### src/rtl/paralelo_serial_tx.sv
// Byte-to-serial transmitter for a link running at 8x the byte rate.
// A free-running 3-bit counter defines symbol boundaries. Each symbol is
// loaded into an 8-bit shift register, which then shifts out MSB first.
// After reset the block sends TRAIN_SYMS comma symbols and then enters
// RUN. In RUN it sends the input byte when valid_in is high at a load,
// and an idle symbol otherwise.
module paralelo_serial_tx #(
    parameter logic [7:0] COM_SYM    = 8'hBC,
    parameter logic [7:0] IDLE_SYM   = 8'h7C,
    parameter int         TRAIN_SYMS = 4
) (
    input  logic       clk_32f,
    input  logic       reset,
    input  logic [7:0] data_in,
    input  logic       valid_in,
    output logic       data_out,
    output logic       load_out,
    output logic       active_out
);

    typedef enum logic {
        ST_TRAIN = 1'b0,
        ST_RUN   = 1'b1
    } state_t;

    localparam logic [3:0] TRAIN_TARGET = 4'(TRAIN_SYMS);

    state_t      state_q, state_d;
    logic [2:0]  bit_cnt_q, bit_cnt_d;
    logic [7:0]  shift_q, shift_d;
    logic [3:0]  train_cnt_q, train_cnt_d;
    logic        load_q, load_d;

    logic        load_edge;
    logic [3:0]  train_inc;

    // The last bit slot of the current symbol is the moment to fetch the next one
    assign load_edge = (bit_cnt_q == 3'd7);
    assign train_inc = train_cnt_q + 4'd1;

    // FSM state register
    always_ff @(posedge clk_32f) begin
        if (reset) begin
            state_q <= ST_TRAIN;
        end else begin
            state_q <= state_d;
        end
    end

    // FSM next state: leave TRAIN on the load that completes the comma run; RUN is sticky
    always_comb begin
        state_d = state_q;
        if (state_q == ST_TRAIN && load_edge && train_inc == TRAIN_TARGET) begin
            state_d = ST_RUN;
        end
    end

    // FSM outputs
    always_comb begin
        active_out = (state_q == ST_RUN);
    end

    // Datapath next values: bit counter, symbol select/shift, training count, load marker
    always_comb begin
        bit_cnt_d   = bit_cnt_q + 3'd1;
        shift_d     = {shift_q[6:0], 1'b0};
        train_cnt_d = train_cnt_q;
        load_d      = load_edge;
        if (load_edge) begin
            if (state_q == ST_TRAIN) begin
                // Training ignores the upstream byte entirely
                shift_d     = COM_SYM;
                train_cnt_d = train_inc;
            end else if (valid_in) begin
                shift_d = data_in;
            end else begin
                shift_d = IDLE_SYM;
            end
        end
    end

    // Datapath registers
    always_ff @(posedge clk_32f) begin
        if (reset) begin
            bit_cnt_q   <= 3'd0;
            shift_q     <= 8'd0;
            train_cnt_q <= 4'd0;
            load_q      <= 1'b0;
        end else begin
            bit_cnt_q   <= bit_cnt_d;
            shift_q     <= shift_d;
            train_cnt_q <= train_cnt_d;
            load_q      <= load_d;
        end
    end

    assign data_out = shift_q[7];
    assign load_out = load_q;

endmodule

### config.mk
export PLATFORM = sky130hd
export DESIGN_NAME = paralelo_serial_tx
export DESIGN_NICKNAME = d
export VERILOG_FILES = /design/src/rtl/paralelo_serial_tx.sv
export SDC_FILE = /design/constraint.sdc
export NUM_CORES = 1
export LEC_CHECK = 0
export CORE_MARGIN = 2
export CORE_UTILIZATION = 51
export DETAILED_ROUTE_END_ITERATION = 10
export GPL_TIMING_DRIVEN = 0
export PLACE_DENSITY_LB_ADDON = 0.3
export SLEW_MARGIN = 20
export SYNTH_ARGS = -nofsm -noshare
export SYNTH_HDL_FRONTEND = slang
export SYNTH_SLANG_ARGS = --single-unit
### constraint.sdc
create_clock -name clk_32f -period 3.12 [get_ports clk_32f]
set_input_delay 0.78 -clock clk_32f [delete_from_list [all_inputs] [get_ports clk_32f]]
set_output_delay 0.78 -clock clk_32f [all_outputs]
set_load 0.02 [all_outputs]
After elaboration in Yosys (flattened, before gate mapping)
Cells that the tools add are included.
{"block": "op_classes", "addsub": 2, "reduce_logical": 4, "bitwise": 3, "n_mux": 3, "n_eq_ne": 2}
{"operator": "$mux W8", "count": 3}
{"operator": "$add A4 B1 Y4 const B", "count": 1}
{"operator": "$eq A4 B3 Y1 const B", "count": 1}
{"operator": "$reduce_or A4 Y1", "count": 1}
{"operator": "$add A3 B1 Y3 const B", "count": 1}
{"operator": "$eq A3 B3 Y1 const B", "count": 1}
{"operator": "$not A1 Y1", "count": 3}
{"operator": "$logic_and A1 B1 Y1", "count": 2}
{"operator": "$reduce_and A2 Y1", "count": 1}
{"block": "word_totals", "output_inout_bits": 3, "regBits": 17, "wordCells": 20, "input_bits": 11}

Logic depth before layout (Yosys ltp)
{"block": "logic_depth", "ltp_word": 3, "ltp_mapped": 6, "ltp_nobuf": 5}

Worst setup path before layout
OpenSTA, ideal clock, no wires.
{"block": "synth_timing", "path_type": "register to output", "start": "register state_q, in the netlist active_out", "end": "output port active_out", "stages_incl_launch_ff": 1, "arrival_time_ps": 501, "required_time_ps": 2340, "n_path_buf": 0, "path_slack_ps": 1839, "cell_sequence": "dfxtp_1"}
{"element": "start: declaration", "line": "28", "rtl": "state_t state_q, state_d;"}
{"element": "start signal: assignment", "line": "46", "rtl": "state_q <= state_d;"}
{"element": "end: declaration", "line": "18", "rtl": "output logic active_out"}
No word-level cell between the ends.

Worst setup path in the final report
{"block": "layout_timing", "start": "register state_q, in the netlist active_out", "end": "output port active_out"}
No word-level cell between the ends.

==> flow_summary_export.csv <==
group,metric,value,unit
worst_setup_path,arrival,1.44,ns
cts,post_cts_resized,0,
global_route,antenna_found_initial,0,
place,dp.cells,99,
sta,whs,0.429,ns
power_and_ir_drop,fin_total_pwr,0.360,mW
drt,wirelength,1250,microns
cts,cts_setup_buffers,0,
min_path,hp-class,"reg2reg",
worst_setup_path,worst_setup_path_start_kind,"register",
sta,final.setup.tns,0,ns
sta,relSlewSlack,70.0,%
global_route,overflow,0,
drt,drt-pass1-iter-count,4,
final_layout,antenna_cells,0,
place,dp_hpwl,908,microns
final_layout,final_cell_area,848,sq um
final_layout,nFillCells,109,
logic_synthesis,synthesis.nets,86,
power_and_ir_drop,power.density,424,nW/um^2
logic_synthesis,yosysTopAreaCellShare,50.6,%
drt,remaining_drc_errors,0,
place,post-place-ws,1.05,ns
cts,clk_latency,0.29,ns
power_and_ir_drop,p_leak,0.328,nW
sta,fin_skew,0.00588,ns
sta,setup_viol,0,
cts,clockRootBuffer,"clkbuf_4",
cts,clock_sinks,17,
final_layout,nets,104,
cts,clockBufferDepth,2,
logic_synthesis,synth_flop_cell,"dfxtp_1",
worst_setup_path,path_buf_inv,1,
logic_synthesis,yosysWarnings,0,
global_route,gr-usage-all-layers,17.4,%
sta,layout_setup_ws,0.897,ns
drt,num_vias,521,
global_route,grt_max_degree,11,
sta,hold_viol,0,
logic_synthesis,synth_most_common_cell,"dfxtp_1",
outcome,status,"complete, no violations",
logic_synthesis,syn-cell-area,673,sq um
logic_synthesis,synthTopCellsByArea,"dfxtp_1, nor2_1, ha_1, a211oi_1, nand2b_1",
drt,antenna_left,0,
logic_synthesis,yosysUniqueCellTypes,24,
sta,fmax,450,MHz
final_layout,drive_gt1_share,6.82,%
logic_synthesis,ys_seq_elements,17,
worst_setup_path,cp_max_fo,9,
logic_synthesis,synth_top_area_cell,"dfxtp_1",
sta,post-route-min-period,2.22,ns
logic_synthesis,synth_area_per_cell,9.48,sq um
worst_setup_path,end_kind,"output port",
logic_synthesis,async_flop_share,0,%
logic_synthesis,netlist_instances,71,
cts,numCtsBuffers,3,
cts,cts.htree.levels,1,
logic_synthesis,synth_edf_count,0,
worst_setup_path,crit_family,"buffers and inverters",
final_layout,finish.utilization,66.9,%
floorplan,core,1270,sq um
sta,fin_crit_sh,71.3,%
floorplan,ios,14,
global_route,grt_pass1_vias,439,
sta,slew_viol_final,0,
floorplan,initial_utilization,53.1,%
drt,drtIter0Drc,6,
floorplan,die_y,40.3,microns
floorplan,die_w,40.3,microns
power_and_ir_drop,ir_drop,0.000217,V
final_layout,final_cell_count_no_fill,103,
worst_setup_path,worstPathCellList,"clkdlybuf4s50_1",
drt,wl_per_cell,12.1,microns
worst_setup_path,worstSetupPathType,"reg2out",
final_layout,syn_to_final_growth,26.0,%
place,portBuffers,13,
global_route,grt_pass1_wl,1790,microns
cts,clk_pin_slew_worst_paths,0.09,ns
cts,cts_tree,"yes",
logic_synthesis,seq_area_frac_synth,50.6,%
worst_setup_path,crit_slowest_cell,"clkdlybuf4s50_1",
sta,grt_setup_unrepaired,"no",
floorplan,rows,13,
place,place_congestion,0.724,
worst_setup_path,critPathRequiredTime,2.34,ns
cts,hold_buffers,0,
drt,via_per_inst,5.06,
floorplan,fp.dieArea,1630,sq um
logic_synthesis,synth_commonest_cells,"dfxtp_1, nor2_1, a211oi_1, ha_1",
worst_setup_path,cp_slowest_stage_delay,0.66,ns
flow_run,max-cap-violations,0,
place,post_dp_cell_area,822,sq um
sta,tightest_slew,0.451,ns
-- cells by family (layout without fill, tap and decap cells) --
family / Yosys count / count (layout) / synth area share (%)
AOI/OAI and AO/OA: 11 / 11 / 10.8
xor gates and xnor gates: 4 / 4 / 5.21
adders and majority gates: 4 / 4 / 7.44
buffers and inverters: 5 / 22 / 3.16
DFF: 17 / 17 / 50.6
muxes: 1 / 1 / 1.49
and+or+nand+nor: 29 / 29 / 21.4
-- routing by layer --
metal	routed length (microns)	vias to the layer above	GRT usage, %
met3	40	4	3.33
met5	0	-	0
met2	610	7	28.2
met4	15	0	10.0
met1	580	236	21.3
li1	-	274	-
-- sequential cells by signal, indices dropped and copies added, names as in the netlist --
register and flops:
active_out 1, bit_cnt_q 3, load_out 1, shift_q 8, train_cnt_q 4
-- where the power goes --
group / internal [mW] / switching (mW) / total (mW)
Clock: 0.0496 / 0.0646 / 0.114
Combinational: 0.0149 / 0.00840 / 0.0233
Sequential: 0.221 / 0.00136 / 0.222
Total: 0.285 / 0.0744 / 0.360
-- cell usage in the layout (no fill, tap or decap) --
cell	instances
o21ai_0	1
nor2_1	14
o211ai_1	1
inv_1	2
ha_1	4
o22ai_1	1
a211oi_1	4
xnor2_1	2
nand2_1	3
a311oi_1	1
nand3_2	1
nor2b_1	3
xor2_1	2
clkdlybuf4s50_1	13
nand4_1	1
nand2b_1	3
and2b_1	1
dfxtp_1	17
nand3_1	1
a21oi_1	3
clkbuf_4	3
buf_2	2
mux2i_1	1
clkbuf_1	2
or3_1	1
nand3b_1	1
-- cell type report --
type	count	area, sq um	area share [%]
sequential	17	340	40.1
inverter	2	7.51	0.885
buffer	3	13.8	1.62
clock buffer	4	26.3	3.10
tap	15	18.8	2.21
timing repair buffer	13	130	15.3
multi-input combinational	49	312	36.7
-- path summary, 6_finish.rpt --
path | cells after the start | start | slack (ns) | to
worst min register to register | 1 | bit_cnt_q[0]$_SDFF_PP0_ | 0.43 | bit_cnt_q[0]$_SDFF_PP0_
worst max register to register | 6 | bit_cnt_q[0]$_SDFF_PP0_ | 1.70 | shift_q[4]$_SDFF_PP0_
worst max-delay path | 1 | active_out$_SDFFE_PP0P_ | 0.90 | active_out
worst min-delay path | 1 | bit_cnt_q[0]$_SDFF_PP0_ | 0.43 | bit_cnt_q[0]$_SDFF_PP0_
(Power assumes the default switching activity.)
==> variant 1, RTL diff (same settings) <==
Make the reset (`reset`) asynchronous in 2 clocked blocks.
--- a/src/rtl/paralelo_serial_tx.sv
+++ b/src/rtl/paralelo_serial_tx.sv
@@ -40,5 +40,5 @@
 
     // FSM state register
-    always_ff @(posedge clk_32f) begin
+    always_ff @(posedge clk_32f or posedge reset) begin
         if (reset) begin
             state_q <= ST_TRAIN;
@@ -81,5 +81,5 @@
 
     // Datapath registers
-    always_ff @(posedge clk_32f) begin
+    always_ff @(posedge clk_32f or posedge reset) begin
         if (reset) begin
             bit_cnt_q   <= 3'd0;
Behaviour: differs if reset is asserted again (counterexample within 10 cycles, from zero or initial values and one cycle with reset high); with reset held inactive, the same outputs for 10 cycles.
==> variant 1 against the unedited design <==
  * Power grew 1.7%
  * Final area grew 4.1%
  * Worst setup slack gained 0.054 ns
  * Die area grew 4.7%
  * Core utilization grew 1.0 points
  * Area after synthesis grew 5.2%
  * Sequential power grew 2%
  * Non-clock buffer count shrank 1
  * Sequential cell count is the same
  * Routed wire length shrank 12%
  * Critical endpoint unchanged
==> variant 1: results (changes against the unedited design) <==
Synth top area cells: dfrtp_1, ha_1, nor2_1 (was dfxtp_1, nor2_1, ha_1)
Worst Path Arrival: 1.39 ns (was 1.44 ns)
RD Place Congestion: 0.616 (was 0.724)
Synth async-reset ratio: 100% (was 0%)
Buffering overhead: 16.1% (was 17.0%)
Crit path max fanout: 7 (was 9)
Final #Nets: 97 (was 104)
Skew final: 0.00208 ns (was 0.00588 ns)
Crit-path leading delay family: buffers and inverters (unchanged)
DR vias: 480 (was 521)
Share of layout cells above drive strength 1: 8.64% (was 6.82%)
Outcome: completed (unchanged)
Maximum vdd drop: 333 uV (was 217 uV)
Pleak: 0.439 nW (was 0.328 nW)
First-pass GRT wire length: 1900 um (was 1790 um)
Non-CTS buffers: 15 (was 16)
Seq area share: 48.2% (was 40.1%)
Main synth FF type: dfrtp_1 (was dfxtp_1)
Post-CTS sizing: 0 (unchanged)
Syn nets: 79 (was 86)
Netlist cell types: 18 (was 24)
Synth cell count leaders: dfrtp_1, nor2_1, nand2_1 (was dfxtp_1, nor2_1, a211oi_1, ha_1)
DP HPWL: 822 um (was 908 um)
Pin count of the biggest net entering global routing: 18 (was 11)
Register area share after synthesis: 60.1% (was 50.6%)
Diode count: 0 (unchanged)
Largest registers: shift_q: 8 flops, train_cnt_q: 4 flops, bit_cnt_q: 3 flops (unchanged)
Per-cell routed wire length: 11.4 um (was 12.1 um)
Slowest stage delay, CP: 0.64 ns (was 0.66 ns)
Vias in the first global route: 456 (was 439)
Footprint of the multi-input gates: 251 um2 (was 312 um2)
Multi-input gates: 40 (was 49)
Tot GR Track Use: 17.7% (was 17.4%)
CTS max path bufs: 2 (unchanged)
Slew headroom: 58.9% (was 70.0%)
Fillers: 110 (was 109)
Final clock-cell share: 2.97% (was 3.10%)
Worst hold path cell count: 1 (unchanged)
Invs w/o clock: 5 (was 2)
[variant 1: changes by cell type after synthesis, moves of 3 or more]
cell      before  now
nand2b_1       3    0
nand2_1        3    8
dfxtp_1       17    0
nor2b_1        3    0
dfrtp_1        0   17
inv_1          2    5
a211oi_1       4    0
nor2_1        14   11
[variant 1: final timing paths]
kind,slack [ns],from,to
max,0.95,active_out,active_out
min,0.42,bit_cnt_q[0],bit_cnt_q[0]
max reg2reg,1.71,bit_cnt_q[0],shift_q[5]
min reg2reg,0.42,bit_cnt_q[0],bit_cnt_q[0]
max in group asynchronous,1.85,reset,train_cnt_q[3]
min in group asynchronous,0.87,reset,load_out
[variant 1: cells by family after synthesis]
kind of cell	count (synthesis)	share of synthesized area [%]
adders and majority gates	4	7.07
xor gates and xnor gates	5	6.18
buffers and inverters	7	4.42
AOI/OAI and AO/OA	9	7.77
and+or+nand+nor	22	14.5
DFF	17	60.1
[variant 1: metrics by stage]
stage	instance area (um2)	hold WS [ns]	util, %	std cells	setup slack (ns)
floorplan	708	0.401	-	64	1.81
global placement	857	0.412	65.9	92	1.27
detailed placement	857	0.417	65.9	92	1.26
CTS	883	0.430	67.9	96	0.947
global route	883	0.441	67.9	96	0.877
finish	883	0.425	67.9	96	0.950
[variant 1: power by group]
| group | total, mW | switching (mW) | internal (mW) |
|---|---|---|---|
| sequential | 0.226 | 0.00130 | 0.225 |
| clock | 0.114 | 0.0643 | 0.0495 |
| combinational | 0.0258 | 0.0112 | 0.0146 |
| total | 0.366 | 0.0768 | 0.289 |
[variant 1: per-layer routing]
layer  global-route usage [%]  up-vias  routed length (um)
li1                         -      240                   -
met3                     4.89        2                  45
met2                     28.9       13                 554
met1                     22.0      225                 479
met5                        0        -                   0
met4                     7.26        0                  12
==> variant 2, RTL diff (same flow settings) <==
Without the edit above. Change the parameter `IDLE_SYM` from 8'h7C to 8'h40.
--- a/src/rtl/paralelo_serial_tx.sv
+++ b/src/rtl/paralelo_serial_tx.sv
@@ -7,5 +7,5 @@
 module paralelo_serial_tx #(
     parameter logic [7:0] COM_SYM    = 8'hBC,
-    parameter logic [7:0] IDLE_SYM   = 8'h7C,
+    parameter logic [7:0] IDLE_SYM   = 8'h40,
     parameter int         TRAIN_SYMS = 4
 ) (
Behaviour: no difference found for any inputs over 10 cycles, from zero or initial values and one cycle with reset high; that may be too few to reach the edited logic, so the function may still have changed.
==> variant 2 against the unedited design <==
  * Clock skew increased by 0.0028 ns
  * Count of clock-buffer cells in the layout shrank 1
  * Worst setup slack better by 0.019 ns
  * Critical path depth unchanged
  * Area after synthesis fell by 1.3%
  * Routed wire length down 7.0%
  * Non-clock buffer count decreased by 1
  * Via count is the same
  * Power up 0.96%
  * Final area down 2.1%
  * First-iteration DRC count is 67% lower
  * Sequential cell count unchanged
  * Largest cell class unchanged
  * Highest routed layer unchanged
==> variant 2: results (changes against the unedited design) <==
First-pass GRT wire length: 1710 um (was 1790 um)
Worst-Margin Slew: 0.437 ns (was 0.451 ns)
CTS max path bufs: 2 (unchanged)
FF-to-FF Start: bit_cnt_q[0] (unchanged)
1st-pass router iterations: 4 (unchanged)
Maximum vdd drop: 254 uV (was 217 uV)
FF-to-FF setup slack: 1.75 ns (was 1.70 ns)
Max reg flops: 8 (unchanged)
Post-CTS sizing: 0 (unchanged)
Crit path max fanout: 9 (unchanged)
Final non-filler cell total: 101 (was 103)
GRT overflow: 0 (unchanged)
# setup viols final: 0 (unchanged)
RD Place Congestion: 0.698 (was 0.724)
DR vias/cell: 5.16 (was 5.06)
Ys Warns: 0 (unchanged)
Initial antenna violation count: 0 (unchanged)
Largest registers: shift_q: 8 flops, train_cnt_q: 4 flops, bit_cnt_q: 3 flops (unchanged)
DP HPWL: 836 um (was 908 um)
# port buffers: 12 (was 13)
Postcts setup bufs: 0 (unchanged)
Final #Nets: 102 (was 104)
Clock-pin slew on the worst setup and hold paths: 0.10 ns
Diode count: 0 (unchanged)
Synth cell count leaders: dfxtp_1, nor2_1, a21oi_1 (was dfxtp_1, nor2_1, a211oi_1, ha_1)
Hold Crit Class: register to register (unchanged)
Main synth FF type: dfxtp_1 (unchanged)
Crit-path slowest cell: clkdlybuf4s50_1 (unchanged)
Synth async-reset ratio: 0% (unchanged)
R2R cell count: 6 (unchanged)
Pre-CTS setup slack: 1.04 ns (was 1.05 ns)
Skew final: 0.00871 ns (was 0.00588 ns)
Hold Crit Start: bit_cnt_q[0] (unchanged)
Netlist cell types: 23 (was 24)
Mapped Avg Cell Area: 9.49 um2 (was 9.48 um2)
Pleak: 0.329 nW (was 0.328 nW)
Share of layout cells above drive strength 1: 6.98% (was 6.82%)
Cts bufs inserted: 3 (unchanged)
Worst Path Arrival: 1.42 ns (was 1.44 ns)
Tot GR Track Use: 16.6% (was 17.4%)
# placed instances: 97 (was 99)
Vias in the first global route: 428 (was 439)
Pin count of the biggest net entering global routing: 11 (unchanged)
Crit-path leading delay family: buffers and inverters (unchanged)
Endpoint, Worst Hold: bit_cnt_q[0] (unchanged)
Outcome: completed (unchanged)
Slowest stage delay, CP: 0.66 ns (about the same)
Worst reg2reg endpoint: train_cnt_q[2] (was shift_q[4])
Synth top area cells: dfxtp_1, ha_1, a21oi_1 (was dfxtp_1, nor2_1, ha_1)
Root buf cell: clkbuf_4 (unchanged)
Initial drt markers: 2 (was 6)
H-tree depth: 1 (unchanged)
Worst hold path cell count: 1 (unchanged)
Register area share after synthesis: 51.2% (was 50.6%)
Syn nets: 85 (was 86)
Per-cell routed wire length: 11.5 um (was 12.1 um)
Skew-Pair Late Insertion Delay: 0.30 ns
[variant 2: report_power, final]
part / switching [mW] / internal, mW / leakage, nW
Combinational: 0.00889 / 0.0139 / 0.173
Sequential: 0.00133 / 0.221 / 0.138
Clock: 0.0705 / 0.0478 / 0.0177
Total: 0.0807 / 0.282 / 0.329
[variant 2: kinds of logic after synthesis]
kind of cell    share of synthesized area [%]
mux                                      1.51
fa+ha+maj                                7.53
flops                                    51.2
compound gates                           8.85
simple gates                             22.6
buf+inv                                  3.01
xor+xnor                                 5.27
[variant 2: metrics by stage]
| stage | total power, mW | hold WS (ns) | instance area, um2 |
|---|---|---|---|
| after global placement | 0.249 | 0.408 | 803 |
| after global routing | 0.376 | 0.456 | 831 |
| final | 0.363 | 0.427 | 831 |
| after detailed placement | 0.250 | 0.414 | 803 |
| after CTS | 0.367 | 0.429 | 831 |
| after floorplan | 0.235 | 0.399 | 664 |
[variant 2: routing by layer]
layer | wire length [um] | vias up | track usage, %
met4 | 31 | 0 | 12.9
li1 | - | 267 | -
met3 | 58 | 4 | 3.89
met2 | 539 | 13 | 26.6
met1 | 530 | 237 | 18.8
met5 | 0 | - | 0
[variant 2: area by class of cell]
| type | count | area [um2] |
|---|---|---|
| Fill cell | 112 | 422 |
| Clock inverter | 1 | 5.00 |
| Timing Repair Buffer | 12 | 120 |
| Sequential cell | 17 | 340 |
| Tap cell | 15 | 18.8 |
| Clock buffer | 3 | 22.5 |
| Buffer | 3 | 12.5 |
| Inverter | 2 | 7.51 |
| Multi-Input combinational cell | 48 | 304 |
[variant 2: worst max path at each step]
stage / from / end / slack (ns) / depth (start not counted)
floorplan: valid_in / shift_q[6] / 1.72 / 4
global placement: reset / active_out / 1.06 / 3
detailed placement: reset / active_out / 1.04 / 3
CTS: active_out / active_out / 0.89 / 1
global route: active_out / active_out / 0.83 / 1
finish: active_out / active_out / 0.92 / 1
